File: config.mk
export PLATFORM = sky130hd
export DESIGN_NAME = er_exec_ctrl
export DESIGN_NICKNAME = d
export VERILOG_FILES = /design/src/rtl/er_exec_ctrl.sv
export SDC_FILE = /design/constraint.sdc
export NUM_CORES = 1
export LEC_CHECK = 0
export CAP_MARGIN = 25
export CORE_MARGIN = 2
export CORE_UTILIZATION = 51
export CTS_CLUSTER_DIAMETER = 150
export DETAILED_ROUTE_END_ITERATION = 10
export PLACE_DENSITY = 0.91
export SYNTH_ARGS = -nofsm -noshare
export SYNTH_HDL_FRONTEND = slang
export SYNTH_SLANG_ARGS = --single-unit
File: constraint.sdc
create_clock -name clk -period 3.3 [get_ports clk]
set_input_delay 0.825 -clock clk [delete_from_list [all_inputs] [get_ports clk]]
set_output_delay 0.825 -clock clk [all_outputs]
set_load 0.05 [all_outputs]
File: src/rtl/er_exec_ctrl.sv
// rtl/er_exec_ctrl.sv - executable-region attestation controller
// Tracks atomic entry-to-exit execution of a configured code region and requests CPU reset on violation.
module er_exec_ctrl #(
   parameter logic [15:0] RESET_HANDLER = 16'h0000,
   parameter logic [15:0] CFG_BASE      = 16'h0140
) (
   input  logic        clk,
   input  logic        rst_n,
   input  logic [15:0] pc,
   input  logic        irq,
   input  logic [15:0] data_addr,
   input  logic        data_wr,
   input  logic [15:0] data_wdata,
   input  logic [15:0] dma_addr,
   input  logic        dma_en,
   output logic [15:0] er_min,
   output logic [15:0] er_max,
   output logic        exec,
   output logic        reset,
   output logic [7:0]  abort_cnt
);

   typedef enum logic [2:0] {
      S_IDLE, S_ARMED, S_RUN, S_DONE, S_ABORT
   } state_t;

   state_t      state_q, state_d;
   logic [15:0] er_min_q, er_min_d;
   logic [15:0] er_max_q, er_max_d;
   logic        exec_q, exec_d;
   logic        reset_q, reset_d;
   logic [7:0]  abort_cnt_q, abort_cnt_d;

   logic hit_min, hit_max, hit_ctl, cfg_open, cfg_acc, arm_req;
   logic er_write, in_er, at_min, at_max;

   assign hit_min  = data_wr && (data_addr == CFG_BASE);
   assign hit_max  = data_wr && (data_addr == CFG_BASE + 16'd2);
   assign hit_ctl  = data_wr && (data_addr == CFG_BASE + 16'd4);
   assign cfg_open = (state_q == S_IDLE) || (state_q == S_DONE);
   assign cfg_acc  = cfg_open && (hit_min || hit_max || hit_ctl);
   assign arm_req  = hit_ctl && data_wdata[0];

   assign er_write = (data_wr && (data_addr >= er_min_q) && (data_addr <= er_max_q)) ||
                     (dma_en  && (dma_addr  >= er_min_q) && (dma_addr  <= er_max_q));
   assign in_er    = (pc >= er_min_q) && (pc <= er_max_q);
   assign at_min   = (pc == er_min_q);
   assign at_max   = (pc == er_max_q);

   always_comb begin
      state_d     = state_q;
      er_min_d    = er_min_q;
      er_max_d    = er_max_q;
      abort_cnt_d = abort_cnt_q;

      case (state_q)
         S_IDLE: begin
            if (arm_req && (er_min_q <= er_max_q)) state_d = S_ARMED;
         end
         S_ARMED: begin
            if (er_write)    state_d = S_ABORT;
            else if (at_min) state_d = S_RUN;
            else if (in_er)  state_d = S_ABORT;
         end
         S_RUN: begin
            if (irq || er_write || dma_en || !in_er) state_d = S_ABORT;
            else if (at_max)                         state_d = S_DONE;
         end
         S_DONE: begin
            if (er_write || cfg_acc) state_d = S_IDLE;
            else if (at_min)         state_d = S_RUN;
         end
         S_ABORT: begin
            if (pc == RESET_HANDLER) state_d = S_IDLE;
         end
         default: state_d = S_IDLE;
      endcase

      // Register updates land in the same cycle as any DONE->IDLE they cause.
      if (cfg_acc && hit_min) er_min_d = data_wdata;
      if (cfg_acc && hit_max) er_max_d = data_wdata;

      if ((state_d == S_ABORT) && (state_q != S_ABORT) && (abort_cnt_q != 8'hFF))
         abort_cnt_d = abort_cnt_q + 8'd1;

      exec_d  = (state_d == S_DONE);
      reset_d = (state_d == S_ABORT);
   end

   always_ff @(posedge clk or negedge rst_n) begin
      if (!rst_n) begin
         state_q     <= S_IDLE;
         er_min_q    <= 16'h0000;
         er_max_q    <= 16'h0000;
         exec_q      <= 1'b0;
         reset_q     <= 1'b0;
         abort_cnt_q <= 8'h00;
      end else begin
         state_q     <= state_d;
         er_min_q    <= er_min_d;
         er_max_q    <= er_max_d;
         exec_q      <= exec_d;
         reset_q     <= reset_d;
         abort_cnt_q <= abort_cnt_d;
      end
   end

   assign er_min    = er_min_q;
   assign er_max    = er_max_q;
   assign exec      = exec_q;
   assign reset     = reset_q;
   assign abort_cnt = abort_cnt_q;

endmodule

==> results of run 1 <==
[power by group]
part	leakage, nW	internal [W]	switching (W)
logic	2.53	0.000238	0.000236
registers	0.623	0.000568	0.0000193
clock network	0.0385	0.000150	0.000187
total	3.19	0.000956	0.000443
[registers in the layout (all words and copies together), names as in the netlist]
signal,count
abort_cnt,8
er_max,16
er_min,16
exec,1
reset,1
state_q,3
[routing by layer]
| layer | track usage, % | up-vias |
|---|---|---|
| met5 | 0 | - |
| li1 | - | 2149 |
| met3 | 3.669 | 71 |
| met4 | 11.43 | 0 |
| met2 | 53.69 | 256 |
| met1 | 38.92 | 2263 |
[path summary, 6_finish.rpt]
check	start	end	depth (start not counted)
setup / recovery	pc[3]	exec	12
hold / removal	rst_n	er_min[11]	1
setup reg to reg	er_max[11]	abort_cnt[6]	12
hold reg to reg	abort_cnt[5]	abort_cnt[5]	1
max in group asynchronous	rst_n	abort_cnt[7]	2
min in group clk	abort_cnt[5]	abort_cnt[5]	1
[metrics by stage]
step / power (W) / utilization (%) / instance area (sq um) / hold WS [ps]
after floorplan: 0.0007788 / - / 4453 / 529.4
after global placement: 0.001004 / 71.69 / 6161 / 492.1
after detailed placement: 0.001019 / 71.69 / 6161 / 511.3
after CTS: 0.001360 / 75.19 / 6461 / 522.8
after global routing: 0.001472 / 79.02 / 6790 / 378.4
final: 0.001399 / 79.02 / 6790 / 374.3
[cells in the mapped netlist, types with 3 or more instances]
cell	instances
ha_1	113
dfrtp_1	45
a21oi_1	43
inv_1	40
mux2_2	34
nand2_1	30
o21ai_0	20
nand3_1	17
nand4_1	16
a21o_1	10
nor2_1	10
and4_1	7
nor4_1	6
and3_1	5
nor2b_1	5
nor3_1	5
xnor2_1	5
a211oi_1	3
a221oi_1	3
a31o_2	3
and2_1	3
o21a_1	3
[cells in the final DEF (no fill, tap or decap), drive strengths merged, types with 2 or more instances in the layout]
cell	Yosys	routed
dfrtp	45	45
a31o	3	3
and4	7	7
a21o	10	10
nor4	6	6
a211oi	3	3
clkinvlp	0	4
nor4b	3	3
clkdlybuf4s50	0	66
dlymetal6s2s	0	10
nand4	16	16
a221oi	3	3
clkdlybuf4s15	0	4
o21a	3	3
and2	3	3
ha	113	113
nor2	10	10
dlygate4sd2	0	19
nor3	6	6
nand3	17	17
a2111oi	2	2
mux2	35	35
a22o	2	2
and3	6	6
inv	40	37
o211ai	2	2
nand2	30	30
xnor2	5	5
a21oi	43	43
nor2b	5	5
clkbuf	2	13
a21boi	2	2
buf	1	99
o21ai	20	20
[cell type report]
cell class	instances	area (sq um)	share of cell area [%]
clock inverters	1	7.507	0.1106
multi-input cells	371	3516	51.78
clock buffers	7	76.32	1.124
flip-flops and latches	45	1127	16.60
inverters	40	161.4	2.377
repair buffers	204	1767	26.02
well taps	108	135.1	1.990
[cell families (layout without fill, tap and decap cells)]
group                    count (synthesis)  count (layout)  share of synthesized area, %
multiplexers                            35              35                         8.873
XOR/XNOR                                 6               6                         1.183
AO/OA/AOI/OAI                          101             101                         14.28
flip-flops                              45              45                         25.35
AND/OR/NAND/NOR                        116             116                         14.68
buffers and inverters                   43             252                         3.803
adder cells (fa/ha/maj)                113             113                         31.83
[timing repair]
action | CTS | global route
endpoints found under the hold margin | 0 | 0
buffers inserted | 12 | 15
pin swaps | 52 | 27
endpoints found under the setup margin | 11 | 11
gates resized for setup | 82 | 55
[worst reg2reg max path: cells and delay by family, from the launching register on]
kind,cells,cell delay (ps)
and+or+nand+nor,5,1320
AOI/OAI and AO/OA,2,480
buffers and inverters,3,450
DFF,1,430
muxes,1,320
adders and majority gates,1,260
==> summary.md, run 1 <==
| Metric | Value |
|---|---|
| Avg WL per Cell | 20.24 um |
| Netlist cell types | just under 50 |
| Number of antenna violations at the first check in global routing | 0 |
| Met2 wire length | around 7600 um |
| Synth Area per Inst | 9.677 sq um |
| Mapped Area | ~4400 sq um |
| Worst R2R Setup Slack | -50 ps |
| Port Buf Inserts | 110 |
| Routed Wire Length | 15,700 um |
| Slew headroom | a little under two thirds |
| M1 WL | around 6200 um |
| Setup TNS | -354.0 ps |
| Final period util | 103.0% |
| # IOs | between 100 and 150 |
| Synth top area share | 31.83% |
| Final Slew Violations | 0 |
| Die Y | 97.33 um |
| Failing checks | setup timing |
| RSZ-0062 raised after global routing | yes |
| Core ar. | around 8600 sq um |
| Max H-tree Level | 2 |
| Clock Path Buffers | 2 |
| Worst skew pair latency | about 300 ps |
| Layout cells sized above 1 | 30.39% |
| Top achievable clock speed | roughly 290 MHz |
| Initial core utilization | 51.69% |
| Area grow syn2layout | 52.87% |
| Max Clock Skew | 10.41 ps |
| Cells after DPL | 740 |
| Status | complete, but fails checks |
| CTS buffer count | 5 |
| Cell Pwr Density | slightly above 200 nW/um^2 |
| Slowest stage cell on the critical path | a2111oi_1 |
| CP bufs+invs | 2 |
| Arrival @ worst endpoint | roughly 3600 ps |
| Synth Flop Type | dfrtp_1 |
| FP Rows | 34 |
| First-pass GRT wire length | 23,580 um |
| Fin nets | 849 |
| Remaining Overflow, GRT | 0 |
| Die Span X | 97.33 um |
| Routed Antenna Nets | 0 |
| WL met3 | between 1000 and 1500 um |
| Crit-path cells | clkdlybuf4s50_1, ha_1, and3_1, o21ai_2, nand3_2, a221oi_4, a22oi_4, buf_4, a2111oi_1, a31oi_1, o21ai_1, and2_1 |
| Worst-margin pin slew | 537.7 ps |
| Yosys reg bits | 45 |
| Seq/Total Area, Yosys | 25.35% |
| Syn Nets | between 600 and 700 |
| Clk root buf | clkbuf_8 |
| Place WS | -660.2 ps |
| LEAKAGE | 3.190 nW |
| VDD IR max | 340.7 uV |
| Gr usage total | 30.68% |
| Crit-path max cell delay | 460 ps |
| Largest net degree at the start of global routing | 46 |
| Vias per cell | slightly above 6 |
| YS warnings | 0 |
| Post-synth EDFFs | 0 |
| CP required | around 3500 ps |
| Residual DRC | 0 |
| Top cells by area, synth | ha_1, dfrtp_1, mux2_2, a21oi_1, inv_1 |
| Crit path max-delay family | compound AO/OA/AOI/OAI gates |
| Post-Layout Cell Count | approximately 780 |
| Largest fanout on the critical path | 3 |
| GP Congestion | 0.9639 |
| Async SR Flop Fraction | 100.0% |
| Fill cell count | between 500 and 600 |
| Setup CP Type | in2reg |
| Fin worst setup slack | -97.69 ps |
| Mapped Cells | approximately 460 |
| Clock sinks | 45 |
| Initial drt markers | 303 |
| Crit end category | flop |
| CP startpoint kind | input pin |
| Post-layout min period | 3398 ps |
| Clock tree from TritonCTS | yes |
| Largest area contributor in the netlist | ha_1 |
| Worst hold-check path type | in2async |
| MaxCap Viol Count | 0 |
| Vias in the first global route | ~5,000 |
| Vias | between 4,000 and 5,000 |
| Ant. Diodes | 0 |
| Drt first pass iters | 7 |
| Die Area | between 9000 and 10,000 sq um |
| CTS Hold Buffers Added | 0 |
| Final hold viol count | 0 |
| Final setup fails | 6 |
| Dpl hpwl | about 12,000 um |
| Uppermost layer routed | met4 |
| Clock-pin slew of the registers on the worst-case setup and hold paths | roughly 90 ps |
Power figures use the tool's default switching activity.
==> run 2, diff against run 1 <==
Settings changed: SETUP_SLACK_MARGIN from default to 0.2, SLEW_MARGIN from default to 20.
==> summary.md, run 2 (same netlist as run 1, synthesis figures left out) <==
| Metric | Value |
|---|---|
| Status | complete, no violations |
| CTS Hold Buffers Added | 0 (unchanged) |
| Die Span X | 97.33 um (unchanged) |
| Core ar. | 8593 sq um (unchanged) |
| Worst skew pair latency | 300 ps (about the same) |
| Fin nets | 850 (+0.12%) |
| Crit-path max cell delay | 550 ps (+90 ps) |
| Final period util | 98.31% (-4.7 points) |
| Final Slew Violations | 0 (unchanged) |
| Place WS | -625.4 ps (+34.84 ps) |
| Fin worst setup slack | 55.87 ps (+153.6 ps) |
| Clock sinks | 45 (unchanged) |
| Setup CP Type | in2reg |
| Worst hold-check path type | in2async |
| Post-layout min period | 3244 ps (-153.6 ps) |
| Register area | 1134 sq um (+0.56%) |
| FP Rows | 34 (unchanged) |
| MaxCap Viol Count | 0 (unchanged) |
| Remaining Overflow, GRT | 0 (unchanged) |
| Dpl hpwl | 11,790 um (+1.1%) |
| Routed Antenna Nets | 0 (unchanged) |
| Top achievable clock speed | 308.2 MHz (+4.7%) |
| Clock tree from TritonCTS | yes |
| Crit-path cells | buf_2, ha_1, nand4_1, or4b_4, nor3_4, inv_2, a22oi_4, nor4b_4, a311o_2, buf_6, nand4b_1, xnor2_1 |
| Fill cell count | 518 (-5.3%) |
| Final setup fails | 0 (-6) |
| Area grow syn2layout | 55.58% |
| Max Clock Skew | 7.782 ps (-2.629 ps) |
| Area post-placement | 6365 sq um (+3.3%) |
| R2R Path Start | er_max[11] |
| Worst-margin pin slew | 561.8 ps (+24.06 ps) |
| Clk root buf | clkbuf_8 |
| Max H-tree Level | 2 (unchanged) |
| Slew headroom | 62.55% (-1.2 points) |
| Commonest non-fill, non-tap cell in the layout | buf_4 |
| VDD IR max | 510.3 uV (+50%) |
| Gr usage total | 32.09% (+1.4 points) |
| Worst r2r path cells | 12 (unchanged) |
| Critical R2R Capture | abort_cnt[6] |
| LEAKAGE | 3.140 nW (-1.6%) |
| CTS buffer count | 5 (unchanged) |
| Die Y | 97.33 um (unchanged) |
| Avg WL per Cell | 19.58 um (-3.2%) |
| First-pass GRT wire length | 24,500 um (+3.9%) |
| Port Buf Inserts | 110 (unchanged) |
| Crit path max-delay family | simple AND/OR/NAND/NOR gates |
| Final hold viol count | 0 (unchanged) |
| Arrival @ worst endpoint | 3460 ps (-180 ps) |
| Ant. Diodes | 0 (unchanged) |
| Largest fanout on the critical path | 5 (+2) |
| Crit end category | flop |
| Most frequent cells in the layout | buf_4, ha_1, clkdlybuf4s50_1, dfrtp_1, a21oi_1 |
| RSZ-0062 raised after global routing | yes |
| Worst R2R Setup Slack | 70 ps (+120 ps) |
| Initial drt markers | 305 (+0.66%) |
| Number of antenna violations at the first check in global routing | 0 (unchanged) |
| Vias in the first global route | 5,027 (+3.4%) |
| Layout cells sized above 1 | 34.08% (+3.7 points) |
| Clock-pin slew of the registers on the worst-case setup and hold paths | 90 ps (about the same) |
| CP bufs+invs | 3 (+1) |
| GP Congestion | 0.9333 (-3.2%) |
| Slowest stage cell on the critical path | or4b_4 |
| Cell Pwr Density | 224.0 nW/um^2 (+8.7%) |
| Routed Wire Length | 15,210 um (-3.1%) |
| CP required | 3520 ps (-20 ps) |
| Area of the multi-input gates | 3607 sq um (+2.6%) |
| Vias per cell | 6.013 (-1.5%) |
| Drt first pass iters | 4 (-3) |
| Number of cells on the critical path | 12 (unchanged) |
| Initial core utilization | 51.69% (unchanged) |
| Largest net degree at the start of global routing | 46 (unchanged) |
| Fin area | 6910 sq um (+1.8%) |
| Die Area | 9472 sq um (unchanged) |
| Residual DRC | 0 (unchanged) |
| # IOs | 111 (unchanged) |
| Vias | 4,672 (-1.4%) |
| CP startpoint kind | input pin |
| Clock Path Buffers | 2 (unchanged) |
-- run 2: power by group --
part           switching (W)  total (W)  internal [W]
Clock               0.000184   0.000484      0.000301
Combinational       0.000231   0.000477      0.000246
Sequential         0.0000188   0.000587      0.000568
Total               0.000434    0.00155       0.00111
-- run 2: cell type report --
| cell class | instances | area share [%] |
|---|---|---|
| Multi-Input combinational cell | 371 | 52.20 |
| Timing Repair Buffer | 205 | 25.28 |
| Sequential cell | 45 | 16.40 |
| Inverter | 40 | 2.227 |
| Tap cell | 108 | 1.955 |
| Clock buffer | 5 | 0.9958 |
| Clock inverter | 3 | 0.9415 |
-- run 2: timing repair --
item,in CTS,in global routing
setup buffers,11,2
pin swaps,60,21
resized for setup,152,34
endpoints found under the setup margin,12,12
-- run 2: metal layers --
layer | global-route usage [%] | share of wire [%]
met4 | 12.82 | 3.3
met2 | 55.88 | 50
met3 | 4.388 | 5.1
met1 | 40.20 | 42
met5 | 0 | 0
-- run 2: how the worst max path moves through the flow --
stage | start | to | slack [ps]
3_3_place_gp | dma_addr[9] | abort_cnt[6] | -590
5_1_grt | er_max[5] | abort_cnt[5] | -50
6_report | pc[12] | abort_cnt[5] | 60
3_5_place_dp | dma_addr[9] | abort_cnt[6] | -630
2_1_floorplan | pc[14] | abort_cnt[6] | 60
4_1_cts | er_max[11] | abort_cnt[6] | 100
-- run 2: through the flow --
stage	hold slack, ps	std cells	utilization, %	power (W)	TNS, ps
5_1_grt	551.9	777	80.42	0.001622	-119.3
2_1_floorplan	529.4	459	-	0.0007828	0
3_5_place_dp	511.0	756	74.07	0.001034	-6227
6_report	514.2	777	80.42	0.001548	0
3_3_place_gp	500.9	756	74.07	0.001018	-5638
4_1_cts	538.2	775	79.21	0.001536	0
-- run 2: worst reg2reg max path, cell delays in order (launching register included) --
cell	delay, ps
dfrtp_2	390
clkinvlp_4	120
buf_12	150
ha_4	250
nand4_1	150
or4_4	570
a21o_1	170
o211ai_1	90
o21ai_1	130
a22o_1	270
a311o_2	390
nand4_1	140
mux2_4	310
==> run 3, diff against run 2 <==
Settings changed: CORE_ASPECT_RATIO from default to 1.5, PLACE_DENSITY 0.91 to default, PLACE_DENSITY_LB_ADDON from default to 0.2.
==> summary.md, run 3 (same netlist as run 1, synthesis figures left out) <==
| Metric | Value |
|---|---|
| Port Buf Inserts | 110 (unchanged) |
| Clock group share of total power | 35.4% (+4.1 points) |
| Remaining Overflow, GRT | 0 (unchanged) |
| CP dominant cell by count | a22o_1 |
| Slew headroom | 62.44% (-0.11 points) |
| Worst-margin pin slew | 560.0 ps (-1.766 ps) |
| CP startpoint kind | input pin |
| Setup CP Type | in2reg |
| CP bufs+invs | 2 (-1) |
| Most frequent cells in the layout | buf_4, ha_1, clkdlybuf4s50_1, dfrtp_1, inv_1 |
| Crit end category | flop |
| Clock sinks | 45 (unchanged) |
| Crit path max-delay family | compound AO/OA/AOI/OAI gates |
| CP required | 3480 ps (-40 ps) |
| Number of antenna violations at the first check in global routing | 0 (unchanged) |
| Commonest non-fill, non-tap cell in the layout | buf_4 |
| Post-layout min period | 3418 ps (+174.0 ps) |
| Tot Pwr | 0.001690 W (+9.2%) |
| Ant. Diodes | 0 (unchanged) |
| Drt first pass iters | 7 (+3) |
| Cell Pwr Density | 238.9 nW/um^2 (+6.7%) |
| Worst r2r path cells | 11 (-1) |
| Max Clock Skew | 6.533 ps (-1.249 ps) |
| Slowest stage cell on the critical path | a311o_2 |
| Vias in the first global route | 5,081 (+1.1%) |
| Fin worst setup slack | -118.1 ps (-174.0 ps) |
| Core ar. | 8464 sq um (-1.5%) |
| Final Slew Violations | 0 (unchanged) |
| Cell Int Power | 0.001186 W (+6.5%) |
| Die Span X | 80.20 um (-18%) |
| Layout cells sized above 1 | 34.96% (+0.88 points) |
| Setup TNS | -427.5 ps (-427.5 ps) |
| # IOs | 111 (unchanged) |
| Largest net degree at the start of global routing | 29 (-37%) |
| Largest fanout on the critical path | 6 (+1) |
| Final setup fails | 7 (+7) |
| Worst hold-check path type | in2async |
| Top achievable clock speed | 292.6 MHz (-5.1%) |
| Routed Wire Length | 16,510 um (+8.5%) |
| Initial drt markers | 340 (+11%) |
| Number of cells on the critical path | 11 (-1) |
| Vias | 4,762 (+1.9%) |
| First-pass GRT wire length | 24,250 um (-1.0%) |
| Clock tree from TritonCTS | yes |
| Initial core utilization | 52.48% (+0.79 points) |
| Clock Path Buffers | 2 (unchanged) |
| Residual DRC | 0 (unchanged) |
| Crit-path cells | dlygate4sd2_1, buf_4, ha_1, a21oi_1, o21ai_0, a22o_1, a31o_2, a22o_1, a311o_2, nand4_1, mux2_4 |
| Clock-pin slew of the registers on the worst-case setup and hold paths | 70 ps (-20 ps) |
| Gr usage total | 32.81% (+0.72 points) |
| LEAKAGE | 3.238 nW (+3.1%) |
| Net switching power | 0.0005037 W (+16%) |
| Dpl hpwl | 11,650 um (-1.2%) |
| Arrival @ worst endpoint | 3600 ps (+140 ps) |
| Status | complete, but fails checks |
| Crit-path max cell delay | 390 ps (-160 ps) |
| Failing checks | setup timing |
| VDD IR max | 248.8 uV (-51%) |
| Sw frac | 29.80% (+1.8 points) |
| Routed Antenna Nets | 0 (unchanged) |
| Die Y | 118.3 um (+22%) |
| MaxCap Viol Count | 0 (unchanged) |
| Final hold viol count | 0 (unchanged) |
| Fill cell count | 499 (-3.7%) |
| Fin nets | 859 (+1.1%) |
| Clk root buf | clkbuf_16 |
| Worst skew pair latency | 290 ps (about the same) |
| Avg WL per Cell | 21.03 um (+7.4%) |
| Flop pwr share | 34.8% (-3.1 points) |
| Power share of the combinational group | 29.8% (-1.0 points) |
| CTS buffer count | 5 (unchanged) |
| Max H-tree Level | 2 (unchanged) |
| GP Congestion | 0.9153 (-1.9%) |
| RSZ-0062 raised after global routing | yes |
| Area grow syn2layout | 59.27% |
| FP Rows | 41 (+21%) |
| Final period util | 103.6% (+5.3 points) |
| Die Area | 9487 sq um (+0.16%) |
| Vias per cell | 6.066 (+0.89%) |
==> run 3: path summary, 6_finish.rpt <==
check,start,to,slack (ps)
hold reg to reg,abort_cnt[5],abort_cnt[5],510
max in group asynchronous,rst_n,er_min[6],2090
hold / removal,rst_n,er_max[8],460
setup / recovery,data_addr[11],abort_cnt[6],-120
setup reg to reg,er_max[9],abort_cnt[6],90
min in group clk,abort_cnt[5],abort_cnt[5],510
==> run 3: worst reg2reg max path: stages (launching register included) <==
cell and delay (ps):
dfrtp_2 400, clkinvlp_4 220, ha_4 350, nand4_1 150
or4_4 520, a21o_1 170, o211ai_1 90, o21ai_1 100
a22o_1 270, a311o_2 390, nand4_1 140, mux2_4 300
==> run 3: layout make-up <==
type	instances	area (sq um)	area share, %
Sequential cell	45	1134	16.02
Timing Repair Buffer	214	1810	25.59
Tap cell	107	133.9	1.892
Clock inverter	3	47.55	0.6721
Inverter	40	157.7	2.229
Clock buffer	5	125.1	1.769
Multi-Input combinational cell	371	3666	51.82
==> run 3: stage by stage <==
stage / cell area [sq um] / util [%] / setup WS [ps] / hold slack [ps] / cells
CTS: 6922 / 81.77 / 91.44 / 470.3 / 782
finish: 7074 / 83.58 / -118.1 / 457.7 / 785
global route: 7074 / 83.58 / -82.24 / 486.2 / 785
detailed placement: 6334 / 74.83 / -604.4 / 500.6 / 751
floorplan: 4537 / - / 56.37 / 529.4 / 459
global placement: 6334 / 74.83 / -535.0 / 486.3 / 751
==> run 3: power groups by stage <==
| stage | sequential, W | combinational (W) | clock, W |
|---|---|---|---|
| after detailed placement | 0.000596 | 0.000433 | 0 |
| after CTS | 0.000587 | 0.000463 | 0.000606 |
| after global placement | 0.000596 | 0.000419 | 0 |
| final | 0.000588 | 0.000504 | 0.000598 |
| after global routing | 0.000589 | 0.000537 | 0.000629 |
| after floorplan | 0.000639 | 0.000144 | 0 |
==> run 3: repair_timing <==
action | in CTS | in global routing
resized for setup | 147 | 32
pin swaps | 57 | 22
buffers inserted | 23 | 3
endpoints found under the setup margin | 12 | 12
hold buffers | 0 | 0
==> run 3: layer usage <==
layer | share of wire [%] | global-route usage, % | vias to the layer above | wire length [um]
met4 | 6.4 | 18.22 | 0 | 1061
met3 | 5.3 | 5.954 | 83 | 875
met5 | 0 | 0 | - | 0
met2 | 52 | 58.70 | 212 | 8590
met1 | 36 | 35.14 | 2295 | 5982
li1 | - | - | 2172 | -
